<file path="config.mk">
export PLATFORM = sky130hd
export DESIGN_NAME = rx_window_controller
export DESIGN_NICKNAME = d
export VERILOG_FILES = /design/src/rtl/rx_window_controller.sv
export SDC_FILE = /design/constraint.sdc
export NUM_CORES = 1
export LEC_CHECK = 0
export ABC_AREA = 1
export BUFFER_PORTS_ARGS = -buffer_cell sky130_fd_sc_hd__buf_4
export CAP_MARGIN = 20
export CORE_MARGIN = 4
export CORE_UTILIZATION = 53
export DETAILED_ROUTE_END_ITERATION = 7
export PLACE_DENSITY = 0.82
export SLEW_MARGIN = 10
export SYNTH_ARGS = -nofsm -noshare
export SYNTH_HDL_FRONTEND = slang
export SYNTH_SLANG_ARGS = --single-unit
</file>
<file path="constraint.sdc">
create_clock -name clk -period 1.8 [get_ports clk]
set_input_delay 0.36 -clock clk [delete_from_list [all_inputs] [get_ports clk]]
set_output_delay 0.36 -clock clk [all_outputs]
set_load 0.02 [all_outputs]
</file>
<file path="src/rtl/rx_window_controller.sv">
// Receive-window sequencer for the preamble detector: hold-off, listen, forward rx_len bits, flush.
// Optional `RX_BIT_TIMEOUT_EN aborts a reply whose inter-bit gap reaches BIT_GAP_MAX cycles.
module rx_window_controller #(
   parameter int BANK_WIDTH   = 2,
   parameter int LEN_WIDTH    = 10,
   parameter int TIMER_WIDTH  = 16,
   parameter int T1_MIN       = 64,
   parameter int T1_MAX       = 4096,
   parameter int FLUSH_CYCLES = 4,
   parameter int BIT_GAP_MAX  = 1024
) (
   input  logic                  clk,
   input  logic                  rst,
   input  logic                  tx_done,
   input  logic [LEN_WIDTH-1:0]  rx_len,
   output logic                  det_rst,
   output logic                  det_en,
   input  logic                  det_preamble,
   input  logic [BANK_WIDTH-1:0] det_bank,
   input  logic                  det_out_dat,
   input  logic                  det_out_vld,
   output logic                  rx_dat,
   output logic                  rx_vld,
   output logic                  rx_last,
   output logic [BANK_WIDTH-1:0] rx_bank,
   output logic                  rx_done,
   output logic                  rx_timeout,
   output logic                  busy
);

   typedef enum logic [2:0] {
      S_IDLE, S_HOLDOFF, S_LISTEN, S_RECEIVE, S_FLUSH
   } state_t;

   if (T1_MIN < 1 || T1_MAX <= T1_MIN || FLUSH_CYCLES < 3 || BIT_GAP_MAX < 1) begin : g_param_check
      $error("rx_window_controller: illegal parameter set");
   end

   state_t                 state_q, state_d;
   logic [TIMER_WIDTH-1:0] timer_q, timer_d;
   logic [LEN_WIDTH-1:0]   len_q, len_d;
   logic [LEN_WIDTH-1:0]   cnt_q, cnt_d;
   logic [LEN_WIDTH-1:0]   cnt_inc;
   logic                   bit_fire, done_fire, timeout_fire, bank_load;

   logic                  det_rst_q, det_rst_d, det_en_q, det_en_d;
   logic                  rx_dat_q, rx_dat_d, rx_vld_q, rx_vld_d, rx_last_q, rx_last_d;
   logic [BANK_WIDTH-1:0] rx_bank_q, rx_bank_d;
   logic                  rx_done_q, rx_done_d, rx_timeout_q, rx_timeout_d, busy_q, busy_d;

   assign cnt_inc = cnt_q + LEN_WIDTH'(1);

   always_ff @(posedge clk) begin
      if (rst) begin
         state_q      <= S_IDLE;
         timer_q      <= '0;
         len_q        <= '0;
         cnt_q        <= '0;
         det_rst_q    <= 1'b1;
         det_en_q     <= 1'b0;
         rx_dat_q     <= 1'b0;
         rx_vld_q     <= 1'b0;
         rx_last_q    <= 1'b0;
         rx_bank_q    <= '0;
         rx_done_q    <= 1'b0;
         rx_timeout_q <= 1'b0;
         busy_q       <= 1'b0;
      end else begin
         state_q      <= state_d;
         timer_q      <= timer_d;
         len_q        <= len_d;
         cnt_q        <= cnt_d;
         det_rst_q    <= det_rst_d;
         det_en_q     <= det_en_d;
         rx_dat_q     <= rx_dat_d;
         rx_vld_q     <= rx_vld_d;
         rx_last_q    <= rx_last_d;
         rx_bank_q    <= rx_bank_d;
         rx_done_q    <= rx_done_d;
         rx_timeout_q <= rx_timeout_d;
         busy_q       <= busy_d;
      end
   end

   // One timer serves three roles: tx_done-relative window, inter-bit gap, flush length.
   always_comb begin
      state_d      = state_q;
      timer_d      = timer_q;
      len_d        = len_q;
      cnt_d        = cnt_q;
      bit_fire     = 1'b0;
      done_fire    = 1'b0;
      timeout_fire = 1'b0;
      bank_load    = 1'b0;
      case (state_q)
         S_IDLE: begin
            if (tx_done && rx_len != '0) begin
               state_d = S_HOLDOFF;
               len_d   = rx_len;
               timer_d = '0;
            end
         end
         S_HOLDOFF: begin
            timer_d = timer_q + TIMER_WIDTH'(1);
            if (timer_q == TIMER_WIDTH'(T1_MIN - 1)) state_d = S_LISTEN;
         end
         S_LISTEN: begin
            timer_d = timer_q + TIMER_WIDTH'(1);
            if (det_preamble) begin
               state_d   = S_RECEIVE;
               bank_load = 1'b1;
               cnt_d     = '0;
               timer_d   = '0;
            end else if (timer_q == TIMER_WIDTH'(T1_MAX - 1)) begin
               state_d      = S_FLUSH;
               timeout_fire = 1'b1;
               timer_d      = '0;
            end
         end
         S_RECEIVE: begin
            if (det_out_vld) begin
               bit_fire = 1'b1;
               cnt_d    = cnt_inc;
               timer_d  = '0;
               if (cnt_inc == len_q) begin
                  done_fire = 1'b1;
                  state_d   = S_FLUSH;
               end
            end
`ifdef RX_BIT_TIMEOUT_EN
            else begin
               timer_d = timer_q + TIMER_WIDTH'(1);
               if (timer_q == TIMER_WIDTH'(BIT_GAP_MAX - 1)) begin
                  state_d      = S_FLUSH;
                  timeout_fire = 1'b1;
                  timer_d      = '0;
               end
            end
`else
`endif
         end
         S_FLUSH: begin
            timer_d = timer_q + TIMER_WIDTH'(1);
            if (timer_q == TIMER_WIDTH'(FLUSH_CYCLES - 1)) state_d = S_IDLE;
         end
         default: state_d = S_IDLE;
      endcase
   end

   always_comb begin
      det_en_d     = (state_d == S_LISTEN) || (state_d == S_RECEIVE);
      det_rst_d    = !det_en_d;
      busy_d       = (state_d != S_IDLE);
      rx_vld_d     = bit_fire;
      rx_dat_d     = bit_fire & det_out_dat;
      rx_last_d    = done_fire;
      rx_done_d    = done_fire;
      rx_timeout_d = timeout_fire;
      rx_bank_d    = bank_load ? det_bank : rx_bank_q;
   end

   assign det_rst    = det_rst_q;
   assign det_en     = det_en_q;
   assign rx_dat     = rx_dat_q;
   assign rx_vld     = rx_vld_q;
   assign rx_last    = rx_last_q;
   assign rx_bank    = rx_bank_q;
   assign rx_done    = rx_done_q;
   assign rx_timeout = rx_timeout_q;
   assign busy       = busy_q;

endmodule

</file>
==> run metrics, run 1 <==
status complete, but fails checks; failing checks setup timing; maxcap violations 0; Peak supply drop 0.374 mV; vias around 2,900; CTS max path bufs 2; Layout Area Growth over Synthesis 29.3%; largest net degree at the start of global routing 21; YS warnings 0; placed inst area approximately 3200 um^2; fmax 541 MHz; R2R setup slack -0.05 ns; final instance area between 3000 and 4000 um^2; vias in the first global route between 2,000 and 3,000; M2 GR Usage 0.442; dominant cell type by area after synthesis dfxtp_1; final RePlAce weighted congestion 0.976; I/O Buffers 27; DP HPWL between 5 and 6 mm; DR iter-0 viols around 170; P per Cell Area about 570 nW/um^2; grt peak-use layer met2; Tcrit/Tclk final 1.03; leakage approximately 1.6 nW; Placeable Area roughly 4800 um^2; CTS tree yes; root buffer cell clkbuf_8; most common cell after layout, fill and taps aside nand2_1; Rows 25; via/cell ratio around 5.3; # IOs 28; Fin. Hold Viols 0; sequential fraction of the synthesis area 0.352; Synth Net Count 434; clock latency on the worst-skew pair 0.31 ns; CP max FO 4; worst r2r src cnt_q[0]; cells on worst reg2reg path 13; Synth top area share 0.352; slew at the pin closest to its max-slew limit roughly 0.37 ns; r2r endpoint busy; Post-synth ARST share 0; Slew Limit Fails 0; leading cell types in the layout, fill and taps excluded 82 x nand2_1, 63 x inv_1, 53 x buf_4; CP required 2.00 ns; Initial Util 0.563; min cycle time layout 1.85 ns; Hold WC Path Type input pin to flop; Final WS setup -0.0491 ns; Post-synth EDFFs 0; CP top delay family simple AND/OR/NAND/NOR gates; Worst Hold Depth 3; final antenna-violating net count 0; hold buffer count at cts 0; Finished Layout Cells between 500 and 600; Yosys cell types 33; met3 Track Usage GR 0.0497; share of layout cells above drive strength 1 0.273; Die W between 70 and 80 um; Worst EP arrival about 2.1 ns; Overall Global Routing Usage 0.240; Die H around 80 um; placed instance count 527; unrepaired setup endpoints after global routing true; Worst Min Path Start det_out_dat; fin nets 492; drt pass-1 iters 5; drc violations 0; total power ~2.0 mW; Hold EP rx_dat; CP endpoint kind flop; number of buffers created by CTS 5; final core area utilization 0.728; synthesized area per cell around 6.6 um^2; synth top area cells dfxtp_1 35%, nand2_1 13%, inv_1 8.9%, nand3_1 8.3%, nor2_1 5.6%; first-pass GRT wire length around 12 mm; drt wl/cell roughly 13 um; critical path, cell by cell buf_6 > inv_2 > nor2_4 > buf_6 > nand3_2 > nand3_2 > nand2_1 > nor2_1 > nand4_1 > nand2_2 > nand3_2 > nand2_4 > nand3_2; Max Clock Skew 0.00757 ns; FF+latch count, synth 48; worst setup path class flop to flop; Slowest-stage cell, CP dfxtp_2; total gr overflow 0; total wire length 7.25 mm; CP most frequent cell nand3_2; Crit path buffers/inverters 3; Post-Syn Area ~2700 um^2; ys flop type dfxtp_1; initial antenna violation count 0; pre-CTS setup slack -0.0387 ns; Setup-failing EPs final 3; crit-path max cell delay approximately 0.37 ns; die footprint approximately 6400 um^2; H-tree depth reported by CTS 2; met1 Use GR 0.267; Gate Count Post-Synth between 400 and 500; ANT cells 0; clock transition at the registers of the reported paths ~0.09 ns; Slew HR 0.753; # clock sinks 48; Startpoint Class flop
worst register-to-register path, cell delays in order, from the launching register on:
cell	delay, ns
dfxtp_2	0.37
buf_6	0.12
inv_2	0.04
nor2_4	0.17
buf_6	0.13
nand3_2	0.08
nand3_2	0.06
nand2_1	0.05
nor2_1	0.12
nand4_1	0.21
nand2_2	0.16
nand3_2	0.09
nand2_4	0.10
nand3_2	0.06
power by group:
part / leakage [nW] / switching (mW) / internal (mW)
Clock: 0.0455 / 0.365 / 0.314
Sequential: 0.394 / 0.0177 / 1.09
Combinational: 1.15 / 0.134 / 0.0914
Total: 1.59 / 0.517 / 1.49
per-stage QoR:
stage	setup TNS, ns	hold slack [ns]
3_5_place_dp	-0.167	0.463
2_1_floorplan	0	0.441
5_1_grt	-1.39	0.284
4_1_cts	-0.0195	0.271
6_report	-0.0826	0.272
3_3_place_gp	0	0.454
cells by family after synthesis:
| group | count (synthesis) | share of synthesized area |
|---|---|---|
| buf+inv | 76 | 0.106 |
| compound gates | 54 | 0.107 |
| fa+ha+maj | 2 | 0.00917 |
| flops | 48 | 0.352 |
| simple gates | 224 | 0.393 |
| xor+xnor | 10 | 0.0321 |
state kept, by name (all words and copies together) (netlist names):
signal,count
busy,1
cnt_q,10
det_en,1
det_rst,1
len_q,10
rx_bank,2
rx_dat,1
rx_done,1
rx_timeout,1
rx_vld,1
state_q,3
timer_q,16
area by class of cell:
type	count	area, um^2
repair buffers	58	463
clock buffers	8	90.1
fillers	375	1320
multi-input cells	290	1660
well taps	67	83.8
flip-flops and latches	48	972
inverters	69	259
cell usage after synthesis (3+ instances only):
cell	count
nand2_1	93
inv_1	65
dfxtp_1	48
nand3_1	45
nor2_1	41
o21ai_0	24
a21oi_1	20
nand4_1	11
xor2_1	10
nor2_2	6
clkbuf_1	5
nand2_2	5
nor3_1	5
nor4_1	5
nor2_4	4
o21ai_1	4
inv_2	3
how the worst max path moves through the flow:
stage / to / slack, ns / start / depth (start not counted)
5_1_grt: busy / -0.23 / cnt_q[7] / 13
6_report: busy / -0.05 / cnt_q[0] / 13
3_3_place_gp: timer_q[5] / 0.005 / timer_q[0] / 12
4_1_cts: busy / -0.02 / cnt_q[1] / 13
2_1_floorplan: timer_q[5] / 0.09 / timer_q[0] / 12
3_5_place_dp: timer_q[5] / -0.04 / timer_q[0] / 12
metal layers:
layer / wire length, um / vias to the layer above
li1: - / 1455
met1: 2900 / 1303
met2: 3840 / 73
met3: 337 / 19
met4: 176 / 0
met5: 0 / -
timing repair:
action                     4_1_cts  5_1_grt
resized for setup               22       37
setup buffers                    1        4
cloned                           0        0
setup endpoints to repair        9       20
pin swaps                       16       25
Power figures use the tool's default switching activity.
==> run 2: changes to the inputs <==
--- a/config.mk
+++ b/config.mk
@@ -6,7 +6,7 @@
 export NUM_CORES = 1
 export LEC_CHECK = 0
 export ABC_AREA = 1
-export BUFFER_PORTS_ARGS = -buffer_cell sky130_fd_sc_hd__buf_4
+export BUFFER_PORTS_ARGS = -buffer_cell sky130_fd_sc_hd__clkbuf_2
 export CAP_MARGIN = 20
 export CORE_MARGIN = 4
 export CORE_UTILIZATION = 53
==> run metrics, run 2 (synthesis gave the netlist of run 1 again) <==
Rows 25; most common cell after layout, fill and taps aside nand2_1; Hold WC Path Type input pin to flop; Startpoint Class flop; Finished Layout Cells 542; final antenna-violating net count 0; Die W 79.8 um; H-tree depth reported by CTS 2; Die H between 70 and 80 um; total wire length 7.76 mm; failing checks setup timing; largest net degree at the start of global routing 21; DP HPWL ~5.3 mm; Setup-failing EPs final 5; leakage 1.58 nW; Tcrit/Tclk final 1.02; pre-CTS setup slack between 0.006 and 0.007 ns; Max Clock Skew about 0.0094 ns; R2R setup slack -0.03 ns; cells on worst reg2reg path 11; Slew Limit Fails 0; placed inst area 3100 um^2; DR iter-0 viols 220; Worst EP arrival a little over 2 ns; fin nets approximately 490; P per Cell Area slightly below 600 nW/um^2; CTS max path bufs 2; number of buffers created by CTS 5; first-pass GRT wire length ~12 mm; maxcap violations 0; min cycle time layout about 1.8 ns; leading cell types in the layout, fill and taps excluded 81 x nand2_1, 64 x inv_1, 39 x nor2_1, 39 x dfxtp_1, 35 x nand3_1; root buffer cell clkbuf_8; final RePlAce weighted congestion between 0.9 and 1; slew at the pin closest to its max-slew limit roughly 0.44 ns; r2r endpoint busy; initial antenna violation count 0; final instance area 3470 um^2; Final WS setup -0.0313 ns; CP max FO 4; worst setup path class flop to flop; Peak supply drop 0.469 mV; drt pass-1 iters 4; grt peak-use layer met2; worst r2r src timer_q[1]; vias in the first global route 2,800; Overall Global Routing Usage 0.243; Top reg by flops timer_q; CTS tree yes; met3 Track Usage GR 0.0372; largest registers timer_q x16, cnt_q x10, len_q x10; Fin. Hold Viols 0; drc violations 0; clock transition at the registers of the reported paths roughly 0.10 ns; worst hold margin 0.249 ns; die footprint 6360 um^2; Initial Util 0.563; placed instance count around 530; drt wl/cell around 14 um; Layout Area Growth over Synthesis 27.3%; total gr overflow 0; # fillers about 400; via/cell ratio 5.45; met1 Use GR 0.266; I/O Buffers 27; Largest register FFs 16; CP endpoint kind flop; unrepaired setup endpoints after global routing true; CP required ~2.0 ns; total power about 2.0 mW; Slew HR 0.707; Placeable Area roughly 4800 um^2; fmax roughly 550 MHz; crit path to busy; clock latency on the worst-skew pair about 0.31 ns; share of layout cells above drive strength 1 0.286; # IOs 28; status complete, but fails checks; ANT cells 0; # clock sinks 48; vias around 3,000; M2 GR Usage 0.454; CP startpoint timer_q[1]
==> run 2: stage by stage <==
stage	setup TNS, ns	utilization
after global routing	-1.29	0.717
final	-0.0761	0.717
after global placement	0	0.639
after detailed placement	0	0.639
after floorplan	0	-
after CTS	-0.000104	0.678
==> run 2: what timing repair did <==
action / in CTS / in global routing
pin swaps: 13 / 34
resized for setup: 25 / 38
gates cloned: 0 / 0
setup endpoints to repair: 7 / 19
hold buffers: 0 / 0
buffers inserted: 1 / 8
==> run 2: final cells by class <==
type / count / area (um^2) / area share
repair buffers: 60 / 398 / 0.115
inverters: 69 / 262 / 0.0753
clock inverters: 1 / 7.51 / 0.00216
clock buffers: 7 / 86.3 / 0.0248
flip-flops and latches: 48 / 972 / 0.280
multi-input cells: 290 / 1670 / 0.479
well taps: 67 / 83.8 / 0.0241
==> run 2: power by group <==
| group | leakage [nW] | total, mW | internal [mW] | switching [mW] |
|---|---|---|---|---|
| registers | 0.394 | 1.11 | 1.09 | 0.0177 |
| clock network | 0.0445 | 0.698 | 0.313 | 0.385 |
| logic | 1.14 | 0.223 | 0.0827 | 0.140 |
==> run 2: critical path: stages, from the launching register on <==
cell	delay [ns]
dfxtp_2	0.37
ha_4	0.16
nand2_4	0.06
nor2_4	0.12
nand2_2	0.08
nor2_4	0.19
nand3_2	0.13
buf_4	0.16
a211oi_2	0.19
nand3_2	0.12
nand2_4	0.09
nand3_2	0.05
==> run 2: worst min-delay path by stage <==
| stage | start | endpoint | slack (ns) | cells after the start |
|---|---|---|---|---|
| floorplan | len_q[2] | len_q[2] | 0.44 | 2 |
| global placement | len_q[6] | len_q[6] | 0.46 | 2 |
| detailed placement | len_q[1] | len_q[1] | 0.46 | 2 |
| CTS | det_out_dat | rx_dat | 0.25 | 3 |
| global route | det_out_dat | rx_dat | 0.27 | 3 |
| finish | det_out_dat | rx_dat | 0.25 | 3 |
==> run 2: routing by layer <==
metal | routed length, um | share of wire
met2 | 4140 | 0.53
met4 | 284 | 0.037
met3 | 378 | 0.049
met5 | 0 | 0
met1 | 2950 | 0.38
